===== src/rtl/alu_arbiter.sv =====
// Two-port arbiter in front of the shared 32-bit ALU: grants one requester, registers its operands,
// captures result and opcode-masked flags. Define ALU_ARB_FIXED_PRIO_EN for port-0-wins tie-break.
`timescale 1ns/1ps
module alu_arbiter #(
  parameter int DATA_W = 32,
  parameter int OPC_W  = 4
) (
  input  logic              clk,
  input  logic              rst_n,
  input  logic              req0_valid,
  output logic              req0_ready,
  input  logic [DATA_W-1:0] req0_a,
  input  logic [DATA_W-1:0] req0_b,
  input  logic [OPC_W-1:0]  req0_aluc,
  input  logic              req1_valid,
  output logic              req1_ready,
  input  logic [DATA_W-1:0] req1_a,
  input  logic [DATA_W-1:0] req1_b,
  input  logic [OPC_W-1:0]  req1_aluc,
  output logic              rsp0_valid,
  output logic              rsp1_valid,
  output logic [DATA_W-1:0] rsp_r,
  output logic [3:0]        rsp_flags,
  output logic [DATA_W-1:0] alu_a,
  output logic [DATA_W-1:0] alu_b,
  output logic [OPC_W-1:0]  alu_aluc,
  input  logic [DATA_W-1:0] alu_r,
  input  logic              alu_zero,
  input  logic              alu_carry,
  input  logic              alu_negative,
  input  logic              alu_overflow,
  output logic              busy
);

  typedef enum logic [1:0] {IDLE, EXEC, RESP} state_t;

  state_t              state, state_nxt;
  logic [DATA_W-1:0]   op_a, op_b;
  logic [OPC_W-1:0]    op_aluc;
  logic                op_owner;
  logic [DATA_W-1:0]   rsp_q;
  logic [3:0]          flags_q;
  logic                rsp_owner;
  logic                last_grant;
  logic                arb_en, tie_to0, grant0, grant1, grant_any;
  logic                carry_en, ovf_en;

  // Grants are combinational and only offered outside EXEC; reset also blocks them.
  always_comb begin
    arb_en = rst_n && (state != EXEC);
`ifdef ALU_ARB_FIXED_PRIO_EN
    tie_to0 = 1'b1 | last_grant;
`else
    tie_to0 = last_grant;
`endif
    grant0    = arb_en && req0_valid && (!req1_valid || tie_to0);
    grant1    = arb_en && req1_valid && !grant0;
    grant_any = grant0 || grant1;
  end

  always_comb begin
    state_nxt = state;
    case (state)
      IDLE:    if (grant_any) state_nxt = EXEC;
      EXEC:    state_nxt = RESP;
      RESP:    state_nxt = grant_any ? EXEC : IDLE;
      default: state_nxt = IDLE;
    endcase
  end

  // Carry and overflow are only meaningful for some opcodes; others are forced to 0.
  always_comb begin
    carry_en = op_aluc inside {OPC_W'(0), OPC_W'(1), OPC_W'(12), OPC_W'(13), OPC_W'(14), OPC_W'(15)};
    ovf_en   = op_aluc inside {OPC_W'(2), OPC_W'(3)};
  end

  always_ff @(posedge clk or negedge rst_n) begin
    if (!rst_n) begin
      state      <= IDLE;
      op_a       <= '0;
      op_b       <= '0;
      op_aluc    <= '0;
      op_owner   <= 1'b0;
      last_grant <= 1'b1;
    end else begin
      state <= state_nxt;
      if (grant_any) begin
        op_a       <= grant1 ? req1_a    : req0_a;
        op_b       <= grant1 ? req1_b    : req0_b;
        op_aluc    <= grant1 ? req1_aluc : req0_aluc;
        op_owner   <= grant1;
        last_grant <= grant1;
      end
    end
  end

  always_ff @(posedge clk or negedge rst_n) begin
    if (!rst_n) begin
      rsp_q     <= '0;
      flags_q   <= '0;
      rsp_owner <= 1'b0;
    end else if (state == EXEC) begin
      rsp_q     <= alu_r;
      flags_q   <= {alu_overflow & ovf_en, alu_negative, alu_carry & carry_en, alu_zero};
      rsp_owner <= op_owner;
    end
  end

  assign req0_ready = grant0;
  assign req1_ready = grant1;
  assign rsp0_valid = (state == RESP) && !rsp_owner;
  assign rsp1_valid = (state == RESP) && rsp_owner;
  assign rsp_r      = rsp_q;
  assign rsp_flags  = flags_q;
  assign alu_a      = op_a;
  assign alu_b      = op_b;
  assign alu_aluc   = op_aluc;
  assign busy       = (state == EXEC);

endmodule


===== config.mk =====
export PLATFORM = sky130hd
export DESIGN_NAME = alu_arbiter
export DESIGN_NICKNAME = d
export VERILOG_FILES = /design/src/rtl/alu_arbiter.sv
export SDC_FILE = /design/constraint.sdc
export NUM_CORES = 1
export LEC_CHECK = 0
export ABC_AREA = 0
export BUFFER_PORTS_ARGS = -buffer_cell sky130_fd_sc_hd__buf_4
export CAP_MARGIN = 5
export CORE_MARGIN = 3
export CORE_UTILIZATION = 44
export DETAILED_ROUTE_END_ITERATION = 16
export PLACE_DENSITY = 0.82
export SLEW_MARGIN = 20
export SYNTH_ARGS = -nofsm -noshare
export SYNTH_HDL_FRONTEND = slang
export SYNTH_SLANG_ARGS = --single-unit

===== constraint.sdc =====
create_clock -name clk -period 2.05 [get_ports clk]
set_clock_uncertainty 0.2 [all_clocks]
set_input_delay 0.41 -clock clk [delete_from_list [all_inputs] [get_ports clk]]
set_output_delay 0.41 -clock clk [all_outputs]
set_load 0.01 [all_outputs]

[Yosys cells after proc, flatten, opt, wreduce, memory -nomap -nowiden]
Index checks and enable logic that the tools add are counted.
Word-level totals
  register bits: 109
  bits of input ports: 176
  logic and storage cells: 44
Cells by class
  equal/unequal tests: 11
  multiplexer cells: 6
  bitwise operators: 2
  reductions and logical operators: 16
Operator list (count)
  $mux 32: 2
  $eq 4x4->1 const B: 4
  $eq 4x2->1 const B: 2
  $logic_and 1x1->1: 7
  $pmux 2 s3: 1
  $reduce_bool 6->1: 1
  $eq 4x1->1 const B: 1
  $logic_not 4->1: 1
  $mux 4: 1
  $logic_not 1->1: 3
  $and 1x1->1: 2
  $eq 2x1->1 const B: 1
  $eq 2x2->1 const B: 1
  $logic_not 2->1: 1
  $logic_or 1x1->1: 2
  $mux 2: 1
  $ne 2x1->1 const B: 1
  $ne 2x2->1 const B: 1
  $reduce_bool 2->1: 1
  $mux 1: 1

[Logic depth before layout (Yosys ltp)]
  depth in word-level cells: 9
  mapped depth: 8

[Least setup slack after synthesis]
No wires, ideal clock.
  kind: reg2reg
  from: register state[1]
  to: register op_b[22] (netlist: alu_b[22])
  setup time: 126 ps
  arrival: 1379 ps
  data required time: 1724 ps
  setup slack: 345 ps
  stages on the path, launching flop included: 7
  buffers on the path: 3
  path through: dfrtp_1 > nand2b_1 > buf_6 > and4_4 > buf_6 > buf_6 > a221o_1
On the way
  cells in the longest elaborated chain, start to end: 7
  elaborated cells between the ends (all ways): 9
  classes of those cells: eq/ne: 1; mux: 1; reduce/logical: 7
RTL lines
  start, declared: RTL line 37  | state_t state, state_nxt;
  start signal, assigned: RTL line 86  | state <= state_nxt;
  $ne 2x1->1 (*): RTL line 50  | arb_en = rst_n && (state != EXEC);
  $logic_and 1x1->1 (*): RTL line 50
  $logic_and 1x1->1 (2 in series): RTL line 56  | grant0 = arb_en && req0_valid && (!req1_valid || tie_to0);
  $logic_not 1->1: RTL line 57  | grant1 = arb_en && req1_valid && !grant0;
  $logic_and 1x1->1 (*): RTL line 57
  named net req1_ready: RTL line 16  | output logic req1_ready,
  $mux 32 or $logic_or 1x1->1 (tied branches): RTL line 89, 58
  end signal, assigned: RTL line 89  | op_b <= grant1 ? req1_b : req0_b;
  end, declared: RTL line 38  | logic [DATA_W-1:0] op_a, op_b;
The timed path passes the listed nets; every way through them passes the cells marked *.
A chain may end at the register's enable or synchronous reset.

[Final worst setup path]
  from: register last_grant
  to: output port req0_ready
On the way
  cells in the longest elaborated chain, start to end: 2
RTL lines
  start, declared: RTL line 44  | logic last_grant;
  start signal, assigned: RTL line 92  | last_grant <= grant1;
  $logic_or 1x1->1: RTL line 56
  $logic_and 1x1->1: RTL line 56
  end, declared: RTL line 11  | output logic req0_ready,
No other way between the ends.

==> results.toml <==
[status]
status = "complete, no violations"

[detailed_routing]
wl_um = 16360
drt_iter0_markers = 389
via_count = 4776
drcViolationCount = 0
vias_per_cell = 5.775
dr.pass1.iters = 5
ant_nets = 0
wire_per_inst_um = 19.78

[final_layout]
regArea_sq_mm = 0.002729
drive_gt1_share_pct = 47.03
design_area_sq_mm = 0.007286
final_common_cell = "buf_4"
final_nets = 862
multiInputGateArea_sq_mm = 0.001833
final_cell_mix = "295 x buf_4, 109 x nand2_1, 108 x dfrtp_1"
final.fill_count = 768
post-route-util_pct = 69.64
syn_to_final_growth_pct = 51.96
diodes = 0

[cts]
h-tree-depth = 3
cts_sinks = 109
cts_buffers = 9
cts_buffer_depth = 2
clock_latency_ps = 350
clock-root-buffer = "clkbuf_8"
clkSlewWorstSetupHoldPaths_ps = 100
cts_tree = "yes"

[setup_path]
timing.rr.start = "state[1]"
cp.arrival_ps = 1360
critPathLaunchType = "flop"
crit_type = "flop to primary output"
slowest_stage = "dfstp_2"
cp-startpoint = "last_grant"
crit_required_ps = 1440
crit_chain = "nor2b_4, buf_12, nor2_2, buf_4"
slowest_delay_ps = 580
endpoint_kind = "primary output"
crit_fanout = 23

[job]
drv_cap = 0

[die]
die_h_um = 110.4
die_area_sq_mm = 0.01218
ioPinCount = 285
die_x_um = 110.4
start_util_pct = 45.83
coreArea_sq_mm = 0.01046
rows = 37

[sta]
rsz0062_at_grt = "no"
fmax_ghz = 0.5086
slew_headroom_pct = 47.02
slew_viol_final = 0
fin_setup_tns_ps = 0
period_needed_ps = 1966
hold_viol_final = 0
post-route-period-util_pct = 95.91
setup_viol = 0
tightest_slew_ps = 794.7

[global_route]
grt_pass1_wl_um = 23780
grt_max_degree = 90
use_met3_pct = 5.766
grt_util_met2_pct = 43.72
antenna_found_initial = 0
grt_pass1_vias = 4482
grt_overflow_total = 0
grt_usage_pct = 25.58
grt.busiest_layer = "met2"
use_met1_pct = 31.99

[logic_synthesis]
synth_cell_types = 25
synth_ff_type = "dfrtp_1"
syn_area_sq_mm = 0.004795
ys_seq_area_share_pct = 56.92
syn_area_per_cell_sq_um = 11.44
async_flop_share_pct = 100.0
synth-edff-count = 0
synthesis.nets = 595
postSynthCellCount = 419
synth_warnings = 0
synth_seq_cells = 109

[hold_path]
hp-class = "input pin to flop"
holdCritStartpoint = "alu_r[29]"

[place]
place_congestion = 0.7923
dp_hpwl_um = 11640
placedInstanceArea_sq_mm = 0.007000
port_buffers = 284

[power_and_ir_drop]
swShare_pct = 32.43
pwr-share-seq_pct = 45.1
power_density_mw_per_mm2 = 931.6
clkPwrFrac_pct = 18.8
p_int_w = 0.004586
peakVddDrop_v = 0.0004649
p_comb_share_pct = 36.1
p_sw_w = 0.002201
p_leak_nw = 3.613
critical path, delay by kind of cell (launching register included):
family / cells / cell delay, ps
buffers and inverters: 2 / 280
DFF: 1 / 580
and+or+nand+nor: 2 / 140
sequential cells by signal, indices dropped and copies added, names as in the netlist:
register	count
alu_a	32
alu_b	32
rsp_r	32
alu_aluc	4
rsp_flags	4
state	2
last_grant	1
op_owner	1
rsp_owner	1
cells in the mapped netlist, drive strengths merged, types with 2 or more instances:
| library cell | instances | share of area [%] |
|---|---|---|
| buf | 22 | 3.5 |
| nand3 | 2 | 0.21 |
| nor2 | 2 | 0.16 |
| dfrtp | 108 | 56 |
| clkbuf | 24 | 1.9 |
| nor4b | 68 | 12 |
| inv | 2 | 0.16 |
| nand2 | 110 | 8.6 |
| a221o | 68 | 14 |
cell families after synthesis:
kind of cell,synth area share (%)
AO/OA/AOI/OAI,15.19
buffers and inverters,5.559
AND/OR/NAND/NOR,22.34
flip-flops,56.92
stage by stage:
step	hold slack, ps	total power, W	setup slack [ps]	cells
after global routing	9.178	0.007171	5.323	827
after global placement	51.05	0.005427	198.0	807
final	35.52	0.006788	83.94	827
after floorplan	-85.59	0.004071	345.0	419
after CTS	10.78	0.006804	9.150	825
after detailed placement	52.28	0.005504	107.0	807
timing repair:
action	CTS	global route
gates resized for setup	2	3
setup buffers	0	1
gates cloned	1	1
hold buffers	1	0
endpoints found under the hold margin	20	0
setup endpoints to repair	3	2
final timing paths:
path | endpoint | slack (ps) | depth (start not counted)
worst min register to register | rsp_owner | 280 | 2
worst min-delay path | rsp_r[29] | 40 | 3
min in group asynchronous | alu_b[18] | 100 | 2
worst max register to register | alu_b[6] | 220 | 5
worst max-delay path | req0_ready | 80 | 4
max in group asynchronous | rsp_r[31] | 840 | 3
power by group through the flow:
stage / Sequential, W / Clock, W / Combinational [W]
2_1_floorplan: 0.00327 / 0 / 0.000806
3_3_place_gp: 0.00307 / 0 / 0.00236
3_5_place_dp: 0.00308 / 0 / 0.00242
4_1_cts: 0.00306 / 0.00130 / 0.00244
5_1_grt: 0.00312 / 0.00139 / 0.00266
6_report: 0.00306 / 0.00128 / 0.00245
routing by layer:
metal / vias up / wire (um)
li1: 2117 / -
met1: 2347 / 6219
met2: 277 / 8251
met3: 35 / 1514
met4: 0 / 372
met5: - / 0
final cells by class:
type / instances / share of cell area, %
Sequential cell: 109 / 37.45
Timing Repair Buffer: 302 / 32.30
Multi-Input combinational cell: 262 / 25.16
Tap cell: 136 / 2.336
Clock buffer: 10 / 1.752
Clock inverter: 6 / 0.8587
Inverter: 2 / 0.1374
Note: power is estimated with default switching activity, not from simulation.
